--- config.mk ---
export PLATFORM = sky130hd
export DESIGN_NAME = router_ctrl
export DESIGN_NICKNAME = d
export VERILOG_FILES = /design/src/rtl/router_ctrl.sv
export SDC_FILE = /design/constraint.sdc
export NUM_CORES = 1
export LEC_CHECK = 0
export BUFFER_PORTS_ARGS = -buffer_cell sky130_fd_sc_hd__buf_2
export CORE_AREA = 2 2 40 42
export DETAILED_ROUTE_END_ITERATION = 8
export DIE_AREA = 0 0 42 44
export PLACE_DENSITY = 0.77
export SLEW_MARGIN = 20
export SYNTH_ARGS = -nofsm -noshare
export SYNTH_HDL_FRONTEND = slang
export SYNTH_SLANG_ARGS = --single-unit
--- constraint.sdc ---
create_clock -name clock -period 1.7 [get_ports clock]
set_input_delay 0.255 -clock clock [delete_from_list [all_inputs] [get_ports clock]]
set_output_delay 0.255 -clock clock [all_outputs]
set_load 0.01 [all_outputs]
--- src/rtl/router_ctrl.sv ---
`timescale 1ns/1ps
// router_ctrl: packet sequencing FSM for the 1x3 router.
// Decodes the header address, steers one-hot FIFO write strobes, stalls the
// source on a full FIFO, and hands state decodes to the register block.
// Optional feature macro: ROUTER_CTRL_SOFT_RESET_EN. When defined, per-port
// stall timeout counters raise a one-cycle soft_reset pulse and that pulse
// on the active port aborts the packet. When undefined, soft_reset is tied
// low and no counters are built.
module router_ctrl #(
   parameter int TIMEOUT = 30
) (
   input  logic       clock,
   input  logic       resetn,
   input  logic       pkt_valid,
   input  logic [1:0] data_in,
   input  logic [2:0] fifo_full,
   input  logic [2:0] fifo_empty,
   input  logic [2:0] read_enb,
   input  logic       parity_done,
   input  logic       low_pkt_valid,
   output logic       busy,
   output logic [2:0] write_enb,
   output logic [2:0] vld_out,
   output logic [2:0] soft_reset,
   output logic       detect_add,
   output logic       lfd_state,
   output logic       ld_state,
   output logic       laf_state,
   output logic       full_state,
   output logic       rst_int_reg
);

   typedef enum logic [2:0] {
      DECODE_ADDRESS,
      LOAD_FIRST_DATA,
      LOAD_DATA,
      FIFO_FULL_STATE,
      LOAD_AFTER_FULL,
      LOAD_PARITY,
      CHECK_PARITY_ERROR,
      WAIT_TILL_EMPTY
   } state_t;

   state_t     state_reg;
   state_t     state_next;
   logic [1:0] addr_reg;
   logic [1:0] addr_next;

   // Flag vectors padded to four entries so the illegal address 3 indexes a
   // constant zero instead of running off the end of a 3-bit vector.
   logic [3:0] full_ext;
   logic [3:0] empty_ext;
   logic [3:0] srst_ext;
   logic       abort;

   assign full_ext  = {1'b0, fifo_full};
   assign empty_ext = {1'b0, fifo_empty};
   assign srst_ext  = {1'b0, soft_reset};

   // Reader-side valid flags are a straight view of the FIFO empty flags.
   assign vld_out = ~fifo_empty;

`ifdef ROUTER_CTRL_SOFT_RESET_EN
   // Only a soft reset on the port currently being written aborts the packet.
   assign abort = srst_ext[addr_reg];

   localparam logic [4:0] TERM_COUNT = 5'(TIMEOUT - 1);

   genvar gi;
   generate
      for (gi = 0; gi < 3; gi++) begin : g_timeout
         logic [4:0] cnt_reg;
         logic       pulse_reg;

         // Count consecutive stalled cycles; fire a one-cycle pulse instead
         // of reaching TIMEOUT, and restart from zero after it.
         always_ff @(posedge clock) begin
            if (!resetn) begin
               cnt_reg   <= 5'd0;
               pulse_reg <= 1'b0;
            end else if (vld_out[gi] && !read_enb[gi]) begin
               if (cnt_reg == TERM_COUNT) begin
                  cnt_reg   <= 5'd0;
                  pulse_reg <= 1'b1;
               end else begin
                  cnt_reg   <= cnt_reg + 5'd1;
                  pulse_reg <= 1'b0;
               end
            end else begin
               cnt_reg   <= 5'd0;
               pulse_reg <= 1'b0;
            end
         end

         assign soft_reset[gi] = pulse_reg;
      end
   endgenerate
`else
   // Without the timeout feature, the read enables have no consumer here.
   logic unused_read_enb;
   assign unused_read_enb = ^read_enb;
   assign abort           = 1'b0;
   assign soft_reset      = 3'b000;
`endif

   // State and destination address registers.
   always_ff @(posedge clock) begin
      if (!resetn) begin
         state_reg <= DECODE_ADDRESS;
         addr_reg  <= 2'd0;
      end else begin
         state_reg <= state_next;
         addr_reg  <= addr_next;
      end
   end

   // Next-state logic. In DECODE_ADDRESS the address register is still being
   // loaded, so the header decision looks at data_in directly.
   always_comb begin
      state_next = state_reg;
      addr_next  = addr_reg;
      if (state_reg == DECODE_ADDRESS && pkt_valid) begin
         addr_next = data_in;
      end
      if (abort) begin
         state_next = DECODE_ADDRESS;
      end else begin
         case (state_reg)
            DECODE_ADDRESS: begin
               if (pkt_valid && data_in != 2'd3) begin
                  if (empty_ext[data_in]) begin
                     state_next = LOAD_FIRST_DATA;
                  end else begin
                     state_next = WAIT_TILL_EMPTY;
                  end
               end
            end
            WAIT_TILL_EMPTY: begin
               if (empty_ext[addr_reg]) begin
                  state_next = LOAD_FIRST_DATA;
               end
            end
            LOAD_FIRST_DATA: begin
               state_next = LOAD_DATA;
            end
            LOAD_DATA: begin
               if (full_ext[addr_reg]) begin
                  state_next = FIFO_FULL_STATE;
               end else if (!pkt_valid) begin
                  state_next = LOAD_PARITY;
               end
            end
            FIFO_FULL_STATE: begin
               if (!full_ext[addr_reg]) begin
                  state_next = LOAD_AFTER_FULL;
               end
            end
            LOAD_AFTER_FULL: begin
               if (parity_done) begin
                  state_next = DECODE_ADDRESS;
               end else if (low_pkt_valid) begin
                  state_next = LOAD_PARITY;
               end else begin
                  state_next = LOAD_DATA;
               end
            end
            LOAD_PARITY: begin
               state_next = CHECK_PARITY_ERROR;
            end
            CHECK_PARITY_ERROR: begin
               if (full_ext[addr_reg]) begin
                  state_next = FIFO_FULL_STATE;
               end else begin
                  state_next = DECODE_ADDRESS;
               end
            end
            default: begin
               state_next = DECODE_ADDRESS;
            end
         endcase
      end
   end

   // Moore outputs decoded from the state register only.
   always_comb begin
      busy        = 1'b0;
      write_enb   = 3'b000;
      detect_add  = 1'b0;
      lfd_state   = 1'b0;
      ld_state    = 1'b0;
      laf_state   = 1'b0;
      full_state  = 1'b0;
      rst_int_reg = 1'b0;
      case (state_reg)
         DECODE_ADDRESS: begin
            detect_add = 1'b1;
         end
         LOAD_FIRST_DATA: begin
            busy      = 1'b1;
            lfd_state = 1'b1;
            write_enb = 3'b001 << addr_reg;
         end
         LOAD_DATA: begin
            ld_state  = 1'b1;
            write_enb = 3'b001 << addr_reg;
         end
         FIFO_FULL_STATE: begin
            busy       = 1'b1;
            full_state = 1'b1;
         end
         LOAD_AFTER_FULL: begin
            busy      = 1'b1;
            laf_state = 1'b1;
            write_enb = 3'b001 << addr_reg;
         end
         LOAD_PARITY: begin
            busy      = 1'b1;
            write_enb = 3'b001 << addr_reg;
         end
         CHECK_PARITY_ERROR: begin
            busy        = 1'b1;
            rst_int_reg = 1'b1;
         end
         WAIT_TILL_EMPTY: begin
            busy = 1'b1;
         end
         default: begin
            detect_add = 1'b1;
         end
      endcase
   end

endmodule
# Yosys cells after proc, flatten, opt, wreduce, memory -nomap -nowiden
# Cells that the tools add are included.
dict set report totals {
  reg_bits 5
  input_bits 16
  output_inout_bits 16
}
dict set report classes {
  magnitude_cmp 2
  n_eq_ne 12
  shift 1
  muxes 24
  bitwise 1
  n_reduce_logical 6
}
# operator count
set op_table {}
lappend op_table {{two-way mux 3 bit} 9}
lappend op_table {{one-hot mux 3 bit (8 select lines)} 1}
lappend op_table {{== test 3 bit (second input constant)} 4}
lappend op_table {{two-way mux 1 bit} 10}
lappend op_table {{binary-select mux 1 bit (select 2 bit)} 3}
lappend op_table {{== test 3 x 2 -> 1 bit (second input constant)} 2}
lappend op_table {{less-than comparator 2 x 3 -> 1 bit (second input constant)} 2}
lappend op_table {{inequality test 2 bit (second input constant)} 3}
lappend op_table {{OR reduction 6 bit} 1}
lappend op_table {{AND reduction 4 bit} 1}
lappend op_table {{OR reduction 4 bit} 1}
lappend op_table {{== test 3 x 1 -> 1 bit (second input constant)} 1}
lappend op_table {{logical NOT 3 bit} 1}
lappend op_table {{inequality test 3 bit (second input constant)} 1}
lappend op_table {{NOT 3 bit} 1}
lappend op_table {{<< shifter 1 x 2 -> 3 bit (first input constant)} 1}
lappend op_table {{logical AND 1 bit} 2}
lappend op_table {{two-way mux 2 bit} 1}
lappend op_table {{inequality test 2 x 1 -> 1 bit (second input constant)} 1}

# Logic depth before layout (Yosys ltp)
# Gate-level depths: netlist of the first run.
dict set report depth {
  ltp_word 5
  ltp_mapped 6
}

# Worst setup path after synthesis of the first run
# No wires, ideal clock.
dict set report synth_path {
  path_kind {flip-flop to flip-flop}
  from {register addr_reg[0]}
  to {register state_reg[2]}
  setup_time_ns 0.119
  t_arrival_ns 1.387
  required_ns 1.581
  setup_slack_ns 0.194
  stages_incl_launch_ff 7
  path_buffers 1
  synth_period_minus_slack_ns 1.506
  cell_sequence {dfxtp_1 > buf_6 > mux2_4 > a2111oi_4 > nor2_2 > a41oi_1 > nor2b_1}
}
dict set report synth_via {
  elab_chain_len 4
  elab_cells_between_ends 10
  classes_between {eq/ne: 3; mux: 6; reduce/logical: 1}
}
# item line
set synth_rtl {}
lappend synth_rtl {{from (decl)} 46} ;# logic [1:0] addr_reg;
lappend synth_rtl {{from (signal assigned)} 113} ;# addr_reg <= addr_next;
lappend synth_rtl {{binary-select mux 1 bit (select 2 bit), on equally long branches} {147, 154, 139}}
lappend synth_rtl {{two-way mux 1 bit, on equally long branches} {147, 154, 139}}
lappend synth_rtl {{two-way mux 3 bit (tied with other cells)} 147} ;# if (full_ext[addr_reg]) begin
lappend synth_rtl {{one-hot mux 3 bit (8 select lines) / AND reduction 4 bit (equally long branches)} --}
lappend synth_rtl {{to (signal assigned)} 112} ;# state_reg <= state_next;
lappend synth_rtl {{to (decl)} 44} ;# state_t state_reg;
# Parallel ways exist; a longest one is shown, timed or not. The select of a mux whose other input is x is not followed.
# A chain may end at the register's enable or synchronous reset.

# Worst setup path after layout of the first run
# Ends and elaborated chain as after synthesis.

==> results of run 1 <==
critical path, stage by stage (launching register included):
cell       delay [ps]
dfxtp_1           380
mux2_4            330
a2111oi_4         390
nor2_2             80
a41oi_1           190
nor2b_1            60
per-layer routing:
layer	wire length (um)	vias up	track usage [%]
met5	0	-	0
met4	22	0	11.61
met3	96	2	3.333
met2	523	19	22.50
met1	548	244	17.00
li1	-	300	-
synthesized netlist by cell type:
master	number	area [sq um]
nand2_1	9	33.78
inv_1	6	22.52
nor2_1	6	22.52
dfxtp_1	5	100.1
buf_4	3	22.52
buf_6	3	33.78
nand3b_1	3	22.52
nor2b_1	3	18.77
nor3_1	3	15.01
o211ai_1	3	22.52
a21boi_0	2	15.01
mux2i_1	2	20.02
nand3_1	2	10.01
o21ai_0	2	10.01
a2111oi_4	1	27.53
a21boi_1	1	7.510
a21oi_1	1	5.000
a31oi_1	1	6.260
a41oi_1	1	8.760
and2_2	1	7.510
and3b_2	1	10.01
clkbuf_1	1	3.750
conb_1	1	3.750
mux2_4	1	15.01
nand2b_1	1	6.260
nand4_1	1	6.260
nor2_2	1	6.260
nor3_2	1	10.01
nor3b_1	1	7.510
o21a_1	1	7.510
o221ai_1	1	8.760
o22ai_1	1	6.260
or2_0	1	6.260
or2b_2	1	8.760
xor2_1	1	8.760
power breakdown:
group	switching, mW	internal [mW]
Combinational	0.380	0.327
Sequential	0.0927	0.169
Clock	0.0455	0.0885
Total	0.518	0.584
metrics by stage:
stage	util [%]	worst slack, ps	hold WS (ps)	total power [mW]
floorplan	-	194.4	383.2	0.7819
finish	48.41	152.9	267.5	1.102
CTS	47.97	40.38	261.2	1.102
global route	48.41	4.676	257.5	1.222
detailed placement	46.12	147.8	511.8	0.9597
global placement	46.12	153.6	508.8	0.9444
repair_timing:
item,4_1_cts,5_1_grt
hold buffers,0,0
resized for setup,0,3
setup buffers,0,0
endpoints found under the setup margin,0,3
cell type report:
class | count | area [sq um]
multi-input cells | 57 | 375.4
inverters | 6 | 22.52
fillers | 144 | 732.0
repair buffers | 27 | 140.1
flip-flops and latches | 5 | 102.6
clock buffers | 4 | 26.28
well taps | 16 | 20.02
logic make-up (layout without fill, tap and decap cells):
logic type / count (synthesis) / in the layout / share of synthesized area (%)
and+or+nand+nor: 35 / 35 / 35.01
AOI/OAI and AO/OA: 15 / 15 / 22.89
buffers and inverters: 13 / 37 / 15.10
DFF: 5 / 5 / 18.31
muxes: 3 / 3 / 6.407
other: 1 / 3 / 0.6858
xor gates and xnor gates: 1 / 1 / 1.602
worst paths after layout:
check                                     to  depth (start not counted)  slack [ps]        start
worst max-delay path            state_reg[2]                          5         150  addr_reg[0]
worst min-delay path            state_reg[2]                          2         270       resetn
worst max register to register  state_reg[2]                          5         150  addr_reg[0]
worst min register to register   addr_reg[0]                          2         520  addr_reg[0]
==> reports/metrics.yaml, run 1 <==
layout:
  diodes: 0
  layout-drive-gt1-share_pct: 40.40
  final_cell_mix: "buf_2 (25), nand2_1 (9), inv_1 (6), nor2_1 (6)"
  fin_cells: 115
  final_common_cell: "buf_2"
  fin_area_sq_um: 686.9
  area_growth_pct: 25.63
  nets: 116
  largest_register_ffs: 3
floorplan:
  fp.coreArea_sq_mm: 0.001419
  start_util_pct: 38.54
  die_w_um: 42
  io_pins: 32
  die_h_um: 44
  num_rows: 14
  die-area_sq_mm: 0.001848
placed_design:
  io_buffers: 25
  gp_congestion: 0.7267
  hpwl_um: 989.8
  place_inst: 111
  placed_area_sq_um: 654.4
drt:
  first_iter_violations: 6
  detail_route.wl_per_cell_um: 10.36
  drc: 0
  routed_wl_mm: 1.191
  vias: 565
  via_per_inst: 4.913
  first_pass_iters: 4
  detail-route-antenna-nets: 0
sta:
  tns_ps: 0
  rsz0062_at_grt: "false"
  setup_viol: 0
  period_share_pct: 91.01
  period_needed_ps: 1547
  fin_skew_ps: 0.5526
  slew_viol_final: 0
  fmax_mhz: 646.4
  hold_violations: 0
pwr:
  ir_drop_mv: 0.5411
  power_density_mw_per_mm2: 1604
  leakage_nw: 0.3245
yosys:
  ys_ff_latch: 5
  ys_seq_area_share_pct: 18.31
  yosysWarnings: 0
  postSynthAreaPerCell_sq_um: 7.490
  syn_inst: 73
  synthDistinctLibCells: 35
  synth_area_sq_um: 546.8
status:
  status: "finished clean"
global_routing:
  grt_max_degree: 11
  antenna_found_initial: 0
  gr-total-overflow: 0
  first_global_vias: 495
  grt_usage_pct: 14.43
  grt_pass1_wl_mm: 1.987
critical_path:
  worstSetupPathType: "flip-flop to flip-flop"
  startpoint_type: "flip-flop"
  endpoint_kind: "flip-flop"
  crit_path_max_fanout: 4
  critical_path_required_ps: 1820
  cp.arrival_ps: 1670
cts:
  cts_tree: "done"
  numCtsBuffers: 3
  cts_sinks: 5
  insertion_delay_ps: 240
  clk_pin_slew_ps: 40
  clk_path_buf_depth: 2
  htreeDepth: 1
  root_buffer: "clkbuf_4"
worst_hold_path:
  hold_class: "input port to flip-flop"
run:
  maxCapViolCount: 0
No activity file was read; power rests on OpenSTA's default activity.
==> run 2: changes to the inputs <==
--- a/config.mk
+++ b/config.mk
@@ -6,10 +6,10 @@
 export NUM_CORES = 1
 export LEC_CHECK = 0
 export BUFFER_PORTS_ARGS = -buffer_cell sky130_fd_sc_hd__buf_2
-export CORE_AREA = 2 2 40 42
+export CORE_AREA = 2 2 39 41
 export DETAILED_ROUTE_END_ITERATION = 8
-export DIE_AREA = 0 0 42 44
-export PLACE_DENSITY = 0.77
+export DIE_AREA = 0 0 41 43
+export PLACE_DENSITY = 0.76
 export SLEW_MARGIN = 20
 export SYNTH_ARGS = -nofsm -noshare
 export SYNTH_HDL_FRONTEND = slang
==> constraint.sdc (replaced) <==
create_clock -name clock -period 1.8 [get_ports clock]
set_input_delay 0.27 -clock clock [delete_from_list [all_inputs] [get_ports clock]]
set_output_delay 0.27 -clock clock [all_outputs]
set_load 0.01 [all_outputs]
==> run 2 against run 1 <==
Effect of this change: sequential power shrank 4%; largest cell class unchanged; highest routed layer is now met3; setup slack gained 19 ps; largest power group unchanged; final area shrank 2.9%; global-route usage grew 0.15 points; power shrank 9.5%; clock skew is essentially flat; clock power shrank 9.7%.
==> reports/metrics.yaml, run 2 (same netlist as run 1, synthesis figures left out) <==
status:
  status: "finished clean"
global_routing:
  use_met3_pct: 4.712
  grtUsageMet1_pct: 12.94
  grt_util_met2_pct: 27.19
  grt_max_degree: 11
  busiest_layer: "met2"
  gr-total-overflow: 0
  grt_pass1_wl_mm: 1.759
  grt_usage_pct: 14.59
  first_global_vias: 489
  antenna_found_initial: 0
pwr:
  ir_drop_mv: 0.6280
  p_int_mw: 0.5177
  power.share.clock_pct: 12.1
  leakage_nw: 0.3123
  combPwrFrac_pct: 62.7
  seqPwrFrac_pct: 25.2
  sw_frac_of_total_pct: 48.09
  p_sw_mw: 0.4797
  power_density_mw_per_mm2: 1496
sta:
  tns_ps: 0
  rsz0062_at_grt: "false"
  fin_skew_ps: 0.2349
  period_share_pct: 90.46
  worst_slack_ps: 171.7
  slew_viol_final: 0
  fmax_mhz: 614.1
  hold_violations: 0
  setup_viol: 0
  period_needed_ps: 1628
layout:
  nets: 114
  layout-drive-gt1-share_pct: 37.11
  area_growth_pct: 21.97
  diodes: 0
  final_cell_mix: "buf_2 (25), nand2_1 (9), inv_1 (6), nor2_1 (6), dfxtp_1 (4)"
  largest_register_ffs: 3
  final_common_cell: "buf_2"
  nFillCells: 151
cts:
  cts_setup_buffers: 0
  htreeDepth: 1
  cts_sinks: 5
  clk_pin_slew_ps: 40
  numCtsBuffers: 3
  cts_tree: "done"
  clk_path_buf_depth: 2
  root_buffer: "clkbuf_4"
  insertion_delay_ps: 230
worst_hold_path:
  hold_class: "input port to flip-flop"
placed_design:
  gp_congestion: 0.7605
  io_buffers: 25
  hpwl_um: 976.3
  pre_cts_ws_ps: 167.2
critical_path:
  cp-startpoint: "addr_reg[0]"
  worst-r2r-setup-slack_ps: 170
  crit_end: "state_reg[2]"
  critical_path_required_ps: 1920
  worstRegToRegCells: 5
  cp.arrival_ps: 1750
  crit_path_max_fanout: 8
  rr_startpoint: "addr_reg[0]"
  startpoint_type: "flip-flop"
  r2r_end: "state_reg[2]"
  worstSetupPathType: "flip-flop to flip-flop"
  endpoint_kind: "flip-flop"
drt:
  vias: 566
  first_iter_violations: 3
  first_pass_iters: 4
  via_per_inst: 5.009
  detail-route-antenna-nets: 0
  drc: 0
  routed_wl_mm: 1.118
  detail_route.wl_per_cell_um: 9.894
floorplan:
  start_util_pct: 39.51
  fp.coreArea_sq_mm: 0.001384
  die_h_um: 43
  io_pins: 32
  num_rows: 14
  die_w_um: 41
  die-area_sq_mm: 0.001763
run:
  maxCapViolCount: 0
run 2: metrics by stage:
step	hold WS [ps]	utilization, %	power [mW]	area [sq um]	instances
2_1_floorplan	398.2	-	0.7384	554.3	75
3_3_place_gp	526.9	46.20	0.8603	639.4	109
3_5_place_dp	530.0	46.20	0.8759	639.4	109
4_1_cts	289.3	48.10	1.005	665.6	113
5_1_grt	314.1	48.19	1.112	666.9	113
6_report	288.5	48.19	0.9974	666.9	113
run 2: area by class of cell:
class / count / area, sq um / share of cell area [%]
flip-flops and latches: 5 / 101.3 / 15.20
well taps: 16 / 20.02 / 3.002
inverters: 6 / 22.52 / 3.377
repair buffers: 25 / 125.1 / 18.76
clock buffers: 4 / 26.28 / 3.940
multi-input cells: 57 / 371.6 / 55.72
run 2: worst max-delay path, cell delays in order (launching register included):
cell       delay, ps
dfxtp_1          460
mux2_4           340
a2111oi_4        380
nor2_2            80
a41oi_1          190
nor2b_1           60
run 2: power by group through the flow:
| stage | combinational, mW | sequential (mW) | clock [mW] |
|---|---|---|---|
| 2_1_floorplan | 0.559 | 0.180 | 0 |
| 3_3_place_gp | 0.613 | 0.247 | 0 |
| 5_1_grt | 0.711 | 0.264 | 0.137 |
| 4_1_cts | 0.630 | 0.246 | 0.128 |
| 6_report | 0.625 | 0.252 | 0.121 |
| 3_5_place_dp | 0.627 | 0.248 | 0 |
run 2: how the worst min path moves through the flow:
stage                      start            to  slack [ps]  cells past startpoint
final                     resetn  state_reg[2]         290                      2
after global routing      resetn  state_reg[2]         310                      2
after CTS                 resetn  state_reg[2]         290                      2
after detailed placement  resetn  state_reg[2]         530                      2
after global placement    resetn  state_reg[2]         530                      2
after floorplan           resetn  state_reg[2]         400                      1
run 2: routing by layer:
metal	wire (um)	vias up	part of all wire (%)
li1	-	297	-
met1	421	248	38
met2	593	21	53
met3	103	0	9.2
met4	0	0	0
met5	0	-	0
run 2: timing repair:
item	CTS	global route
resized for setup	0	1
hold buffers	0	0
endpoints found under the setup margin	0	1
==> run 3: changes to the inputs <==
--- a/config.mk
+++ b/config.mk
@@ -9,7 +9,7 @@
 export CORE_AREA = 2 2 39 41
 export DETAILED_ROUTE_END_ITERATION = 8
 export DIE_AREA = 0 0 41 43
-export PLACE_DENSITY = 0.76
+export PLACE_DENSITY = 0.73
 export SLEW_MARGIN = 20
 export SYNTH_ARGS = -nofsm -noshare
 export SYNTH_HDL_FRONTEND = slang
==> run 3 against run 2 <==
Effect of this change: maximum frequency is 1.9% higher; highest routed layer is now met4; power is 0.45% lower; non-clock buffer count stayed put; sequential cell count did not move; first-iteration DRC count grew to 4.3 times the previous value; clock power grew 3%; core utilization increased by 0.090 points.
==> reports/metrics.yaml, run 3 (same netlist as run 1, synthesis figures left out) <==
status:
  status: "finished clean"
sta:
  slew_viol_final: 0
  fin_skew_ps: 3.330
  period_needed_ps: 1598
  rsz0062_at_grt: "false"
  setup_viol: 0
  hold_violations: 0
  tns_ps: 0
  fmax_mhz: 625.7
  period_share_pct: 88.79
layout:
  diodes: 0
  nets: 114
  layout-drive-gt1-share_pct: 38.14
  area_growth_pct: 22.20
  final_common_cell: "buf_2"
  largest_register_ffs: 3
  final_cell_mix: "buf_2 (25), nand2_1 (9), inv_1 (6), nor2_1 (6)"
critical_path:
  crit_path_max_fanout: 7
  startpoint_type: "flip-flop"
  endpoint_kind: "output port"
  critical_path_required_ps: 1530
  cp.arrival_ps: 1330
  worstSetupPathType: "flip-flop to output port"
drt:
  via_per_inst: 4.956
  detail-route-antenna-nets: 0
  first_pass_iters: 4
  routed_wl_mm: 1.173
  drc: 0
  detail_route.wl_per_cell_um: 10.38
  first_iter_violations: 13
  vias: 560
floorplan:
  start_util_pct: 39.51
  io_pins: 32
  fp.coreArea_sq_mm: 0.001384
  num_rows: 14
  die_h_um: 43
  die-area_sq_mm: 0.001763
  die_w_um: 41
cts:
  clk_path_buf_depth: 2
  cts_setup_buffers: 0
  cts_tree: "done"
  cts_sinks: 5
  clk_pin_slew_ps: 40
  numCtsBuffers: 3
  htreeDepth: 1
  insertion_delay_ps: 240
  root_buffer: "clkbuf_4"
placed_design:
  hpwl_um: 996.3
  io_buffers: 25
  gp_congestion: 0.7535
pwr:
  power_density_mw_per_mm2: 1486
  leakage_nw: 0.3127
  power_mw: 0.9929
  ir_drop_mv: 0.5707
global_routing:
  grt_max_degree: 11
  first_global_vias: 442
  gr-total-overflow: 0
  antenna_found_initial: 0
  grt_pass1_wl_mm: 1.669
  grt_usage_pct: 13.70
run:
  maxCapViolCount: 0
worst_hold_path:
  hold_class: "input port to flip-flop"
## run 3: cell types whose count changed in the layout (fill, tap and decap cells not counted)
cell,delta
dfxtp_2,+1
dfxtp_1,-1
## run 3: area by class of cell
| cell class | count | area [sq um] |
|---|---|---|
| Clock buffer | 4 | 26.28 |
| Fill cell | 154 | 715.7 |
| Inverter | 6 | 22.52 |
| Multi-Input combinational cell | 57 | 371.6 |
| Sequential cell | 5 | 102.6 |
| Tap cell | 16 | 20.02 |
| Timing Repair Buffer | 25 | 125.1 |
## run 3: layer usage
metal | GRT usage (%) | up-vias | part of all wire (%)
li1 | - | 293 | -
met1 | 16.23 | 248 | 43
met2 | 22.19 | 17 | 50
met3 | 1.571 | 2 | 5.8
met4 | 8.000 | 0 | 0.94
met5 | 0 | - | 0
## run 3: path summary, 6_finish.rpt
path                     start            to  slack (ps)  cells after the start
setup / recovery  state_reg[2]  write_enb[1]         200                      4
hold / removal          resetn  state_reg[2]         290                      2
setup reg to reg   addr_reg[0]  state_reg[2]         220                      5
hold reg to reg    addr_reg[0]   addr_reg[0]         540                      2
## run 3: report_power, final
part	internal, mW	total, mW	switching, mW
Sequential	0.158	0.253	0.0947
Combinational	0.277	0.615	0.338
Clock	0.0835	0.125	0.0413
Total	0.519	0.993	0.474
## run 3: what timing repair did
action,CTS,global route
gates resized for setup,0,2
hold buffers,0,0
setup endpoints to repair,0,2
## run 3: worst max-delay path, cell delays in order, from the launching register on
cell and delay, ps:
dfxtp_1 440, nor2_1 120, xor2_1 180, nor3b_1 190
buf_2 160
## run 3: stage by stage
| stage | setup slack [ps] | area (sq um) | util [%] | cells | hold slack (ps) |
|---|---|---|---|---|---|
| 2_1_floorplan | 294.4 | 554.3 | - | 75 | 398.2 |
| 3_3_place_gp | 155.6 | 639.4 | 46.20 | 109 | 528.5 |
| 3_5_place_dp | 122.7 | 639.4 | 46.20 | 109 | 532.9 |
| 4_1_cts | 112.4 | 665.6 | 48.10 | 113 | 284.4 |
| 5_1_grt | 80.01 | 668.1 | 48.28 | 113 | 307.3 |
| 6_report | 201.7 | 668.1 | 48.28 | 113 | 286.5 |
